--- src/rtl/processor_pkg.sv ---
// Shared constants for the 5-stage MIPS pipeline: datapath widths, NOP encoding
// and the primary opcodes decoded downstream by dependency_Module.
package processor_pkg;

    localparam int unsigned INS_W   = 32;
    localparam logic [INS_W-1:0] NOP_INS = 32'h0000_0000;
    localparam logic [31:0] PC_INC  = 32'd4;

    localparam logic [5:0] OP_RTYPE = 6'h00;
    localparam logic [5:0] OP_J     = 6'h02;
    localparam logic [5:0] OP_BEQ   = 6'h04;
    localparam logic [5:0] OP_BNE   = 6'h05;
    localparam logic [5:0] OP_ADDI  = 6'h08;
    localparam logic [5:0] OP_LW    = 6'h23;
    localparam logic [5:0] OP_SW    = 6'h2B;

endpackage

--- src/rtl/ins_memory.sv ---
// Instruction memory: synchronous program-load write, asynchronous read.
// A same-cycle write and read of one index returns the old word.
module ins_memory
    import processor_pkg::*;
#(
    parameter int unsigned DEPTH = 64,
    parameter int unsigned AW    = $clog2(DEPTH)
) (
    input  logic             clk,
    input  logic             we,
    input  logic [AW-1:0]    waddr,
    input  logic [INS_W-1:0] wdata,
    input  logic [AW-1:0]    raddr,
    output logic [INS_W-1:0] rdata
);

    logic [INS_W-1:0] mem_q [DEPTH];

    always_ff @(posedge clk) begin
        if (we) begin
            mem_q[waddr] <= wdata;
        end
    end

    assign rdata = mem_q[raddr];

endmodule

--- src/rtl/instruction_fetch.sv ---
// IF stage: program counter, local instruction memory and the IF/ID register,
// with reset > branch > flush > stall > normal update priority.
module instruction_fetch
    import processor_pkg::*;
#(
    parameter int unsigned IMEM_DEPTH = 64,
    parameter logic [31:0] RESET_PC   = 32'h0000_0000
) (
    input  logic                          clk,
    input  logic                          reset,
    input  logic                          stall,
    input  logic                          flush,
    input  logic                          br_taken,
    input  logic [31:0]                   br_target,
    input  logic                          imem_we,
    input  logic [$clog2(IMEM_DEPTH)-1:0] imem_waddr,
    input  logic [INS_W-1:0]              imem_wdata,
    output logic [INS_W-1:0]              ins,
    output logic [31:0]                   pc_out,
    output logic                          ins_valid,
    output logic [15:0]                   fetch_count
);

    localparam int unsigned AW      = $clog2(IMEM_DEPTH);
    localparam logic [15:0] CNT_MAX = 16'hFFFF;

    logic [31:0]      pc_q, pc_d;
    logic [INS_W-1:0] ins_q, ins_d;
    logic [31:0]      pc_out_q, pc_out_d;
    logic             ins_valid_q, ins_valid_d;
    logic [15:0]      fetch_count_q, fetch_count_d;
    logic [INS_W-1:0] imem_rdata;

    ins_memory #(
        .DEPTH (IMEM_DEPTH),
        .AW    (AW)
    ) u_ins_memory (
        .clk   (clk),
        .we    (imem_we),
        .waddr (imem_waddr),
        .wdata (imem_wdata),
        .raddr (pc_q[AW+1:2]),
        .rdata (imem_rdata)
    );

    // Next-state selection; reset is applied in the register block.
    always_comb begin
        pc_d          = pc_q;
        ins_d         = ins_q;
        pc_out_d      = pc_out_q;
        ins_valid_d   = ins_valid_q;
        fetch_count_d = fetch_count_q;

        if (br_taken) begin
            pc_d        = br_target & 32'hFFFF_FFFC;
            ins_d       = NOP_INS;
            ins_valid_d = 1'b0;
        end else if (flush) begin
            ins_d       = NOP_INS;
            ins_valid_d = 1'b0;
            if (!stall) begin
                pc_d = pc_q + PC_INC;
            end
        end else if (!stall) begin
            ins_d       = imem_rdata;
            pc_out_d    = pc_q;
            ins_valid_d = 1'b1;
            pc_d        = pc_q + PC_INC;
            if (fetch_count_q != CNT_MAX) begin
                fetch_count_d = fetch_count_q + 16'd1;
            end
        end
    end

    always_ff @(posedge clk) begin
        if (reset) begin
            pc_q          <= RESET_PC;
            ins_q         <= NOP_INS;
            pc_out_q      <= 32'h0;
            ins_valid_q   <= 1'b0;
            fetch_count_q <= 16'h0;
        end else begin
            pc_q          <= pc_d;
            ins_q         <= ins_d;
            pc_out_q      <= pc_out_d;
            ins_valid_q   <= ins_valid_d;
            fetch_count_q <= fetch_count_d;
        end
    end

    assign ins         = ins_q;
    assign pc_out      = pc_out_q;
    assign ins_valid   = ins_valid_q;
    assign fetch_count = fetch_count_q;

endmodule

--- config.mk ---
export PLATFORM = sky130hd
export DESIGN_NAME = instruction_fetch
export DESIGN_NICKNAME = d
export VERILOG_FILES = /design/src/rtl/processor_pkg.sv /design/src/rtl/ins_memory.sv /design/src/rtl/instruction_fetch.sv
export SDC_FILE = /design/constraint.sdc
export NUM_CORES = 2
export LEC_CHECK = 0
export CAP_MARGIN = 10
export CORE_UTILIZATION = 60
export DETAILED_ROUTE_END_ITERATION = 10
export PLACE_DENSITY = 0.86
export SETUP_SLACK_MARGIN = 0.15
export SYNTH_ARGS = -nofsm -noshare
export SYNTH_HDL_FRONTEND = slang
export SYNTH_SLANG_ARGS = --single-unit
--- constraint.sdc ---
create_clock -name clk -period 4.5 [get_ports clk]
set_clock_uncertainty 0.05 [all_clocks]
set_input_delay 0.45 -clock clk [delete_from_list [all_inputs] [get_ports clk]]
set_output_delay 0.45 -clock clk [all_outputs]
set_load 0.01 [all_outputs]
==> metrics.md <==
| Metric | Value |
|---|---|
| Per-cell routed wire length | `34.1 um` |
| H-tree depth | `4` |
| Starting Density | `0.604` |
| WS Path Type | `reg2reg` |
| Yosys warning count | `0` |
| CP max stage cell | `a311oi_1` |
| Post-synth top cells | `edfxtp_1 (2048), mux2i_1 (527), mux4_2 (251), nand2_1 (227), a22oi_1 (193)` |
| Crit-path max cell delay | `1.04 ns` |
| Total grt overflow | `0` |
| Vias | `about 47000` |
| CTS resizes | `0` |
| CP Launch Type | `flip-flop` |
| Layout Cells excl Fill | `around 6700` |
| Worst r2r src | `pc_q[4]` |
| Pwr/cell area | `433 mW/mm2` |
| Dominant synthesized flop cell | `edfxtp_1` |
| Critical path cell sequence | `buf_4 -> and2_1 -> buf_4 -> nand2_1 -> o211a_1 -> a311oi_1 -> o221a_1` |
| Die width | `377 um` |
| Num CTS Buffers | `about 190` |
| CTS max path bufs | `3` |
| Layout net count | `~4800` |
| Detailed Routing Iterations Pass 1 | `9` |
| Yosys cell types | `80` |
| CP Capture Type | `flip-flop` |
| Maximum number of pins on one net before global-route repair | `80` |
| CP bufs+invs | `2` |
| Root Buffer | `clkbuf_16` |
| Arr. time, crit path | `4.29 ns` |
| Outcome | `finished clean` |
| Number of filler cells placed in the layout | `just under 8000` |
| CP Max Fanout | `31` |
| Die Y | `377 um` |
| Multi-input logic area | `0.0191 mm2` |
| Critical Path Start | `pc_q[4]` |
| Final Hold Vio Count | `0` |
| Clock Pin Slew Worst Setup and Hold Paths | `0.07 ns` |
| Final Critical Period | `~3.6 ns` |
| DRT Wirelength | `229000 um` |
| Core box area | `around 0.14 mm2` |
| Most Frequent Cell on Critical Path | `buf_4` |
| Hold Crit Start | `imem_wdata[20]` |
| Synth top area share | `0.730` |
| Fmax | `279 MHz` |
| First-pass GRT wire length | `323000 um` |
| DR DRC count | `0` |
| Routed Antenna Nets | `0` |
| Hold crit path type | `in2reg` |
| Top Family by Delay on Critical Path | `compound AO/OA/AOI/OAI gates` |
| Postcts setup bufs | `0` |
| Sequential standard cell area | `0.0637 mm2` |
| Seq/Total Area, Yosys | `0.756` |
| Ratio of cells with drive above 1 in the final layout | `0.186` |
| Tightest Pin Transition | `1.36 ns` |
| Initial antenna violation count | `18` |
| Share of flip-flops with an asynchronous set or reset | `0` |
| Final Wtd Congestion | `0.882` |
| Vias per Instance | `7.00` |
| Rows | `roughly 140` |
| CTS Hold Bufs | `0` |
| Max Cap Violations | `0` |
| Setup TNS | `0 ns` |
| Count leader, synth | `edfxtp_1` |
| Dpl hpwl | `between 100000 and 150000 um` |
| Final setup vio count | `0` |
| Number of enable flip-flop cells after synthesis | `2048` |
| Worst-skew pair later-pin latency | `0.84 ns` |
| DRT iter0 DRCs | `between 7000 and 8000` |
| Clock tree sinks | `2157` |
| DIE AREA | `~0.14 mm2` |
| Top cells by area, synth | `edfxtp_1 (73%), mux4_2 (6.7%), mux2i_1 (6.3%), dfxtp_1 (2.6%), a22oi_1 (1.7%)` |
| I/O Buffers | `about 150` |
| TritonCTS clock tree | `yes` |
| Final period utilization | `0.796` |
| Mapped cell area | `0.0842 mm2` |
| Syn Inst Count | `approximately 4400` |
| Cells after DPL | `approximately 6400` |
| Highest ir drop seen on vdd | `0.000443 V` |
| Slew margin rel. | `0.0905` |
| Yosys top cell by area | `edfxtp_1` |
| GRT Util Overall | `0.321` |
| Yosys reg bits | `2157` |
| Area growth from synthesis to layout | `12.0%` |
| # IOs | `157` |
| Leakage | `29.5 nW` |
| Setup slack, reg-to-reg | `a little over 0.9 ns` |
| Slew Limit Fails | `0` |
| RSZ-0062 raised after global routing | `false` |
| Req. time, crit path | `5.21 ns` |
| Vias in the first global route | `46900` |
| Syn_area_per_cell | `around 19 um2` |
## sequential cells by signal, summed over array words and instances (netlist names)
register	cells
ins_valid	1
u_ins_memory.mem_q	2048
ins	32
pc_out	30
fetch_count	16
pc_q	30
## power by group
group | switching, mW | internal, mW | total, mW
logic | 1.74 | 0.931 | 2.67
registers | 0.128 | 22.1 | 22.2
clock network | 7.21 | 8.68 | 15.9
## cell usage in the layout, fill, tap and decap left out, types with 105 or more instances in the layout
master,Yosys,final
nand3_1,106,106
buf_4,32,166
clkdlybuf4s50_1,0,118
mux4_2,251,251
clkbuf_16,0,194
a22oi_1,193,193
dfxtp_1,109,105
nand2_1,227,227
mux2i_1,527,527
edfxtp_1,2048,2048
## final timing paths
check / end / depth (start not counted)
setup / recovery: ins[12] / 7
hold / removal: u_ins_memory.mem_q[55][20] / 1
hold reg to reg: pc_out[31] / 2
setup reg to reg: ins[12] / 7
## area by class of cell
cell class                 count  area share
tap                         1876      0.0249
clock buffer                 257      0.0549
inverter                      14    0.000584
multi-input combinational   1972       0.203
clock inverter               101     0.00861
timing repair buffer         342      0.0325
antenna                        7    0.000186
sequential                  2157       0.675
## stage by stage
step	area, um2	total power [mW]	utilization	hold slack, ns	worst slack, ns
after floorplan	84200	24.1	-	0.394	0.693
after global placement	88300	25.1	0.633	0.393	1.03
after detailed placement	88300	25.2	0.633	0.400	0.999
after CTS	94200	40.7	0.676	0.0323	1.07
after global routing	94300	41.6	0.677	0.0623	0.938
final	94300	40.8	0.677	0.0707	0.920
## logic make-up (layout without fill, tap and decap cells)
logic type / count (synthesis) / in the layout / synth area share
multiplexers: 850 / 850 / 0.142
buffers and inverters: 281 / 714 / 0.0228
AO/OA/AOI/OAI: 497 / 497 / 0.0423
other: 1 / 9 / 0.0000445
XOR/XNOR: 35 / 35 / 0.00364
AND/OR/NAND/NOR: 586 / 586 / 0.0326
flip-flops: 2157 / 2157 / 0.756
adder cells (fa/ha/maj): 2 / 2 / 0.000297
## layer usage
layer | up-vias | wire length [um] | global-route usage | part of all wire
met2 | 4163 | 109000 | 0.505 | 0.48
li1 | 18400 | - | - | -
met3 | 857 | 29500 | 0.0890 | 0.13
met5 | - | 132 | 0 | 0.00058
met1 | 23600 | 74300 | 0.395 | 0.32
met4 | 22 | 16200 | 0.202 | 0.071
## worst register-to-register path, stage by stage (launching register included)
cell,delay (ns)
dfxtp_4,0.74
buf_4,0.49
and2_1,0.28
buf_4,0.29
nand2_1,0.09
o211a_1,0.22
a311oi_1,1.04
o221a_1,0.33
(Power assumes the default switching activity.)
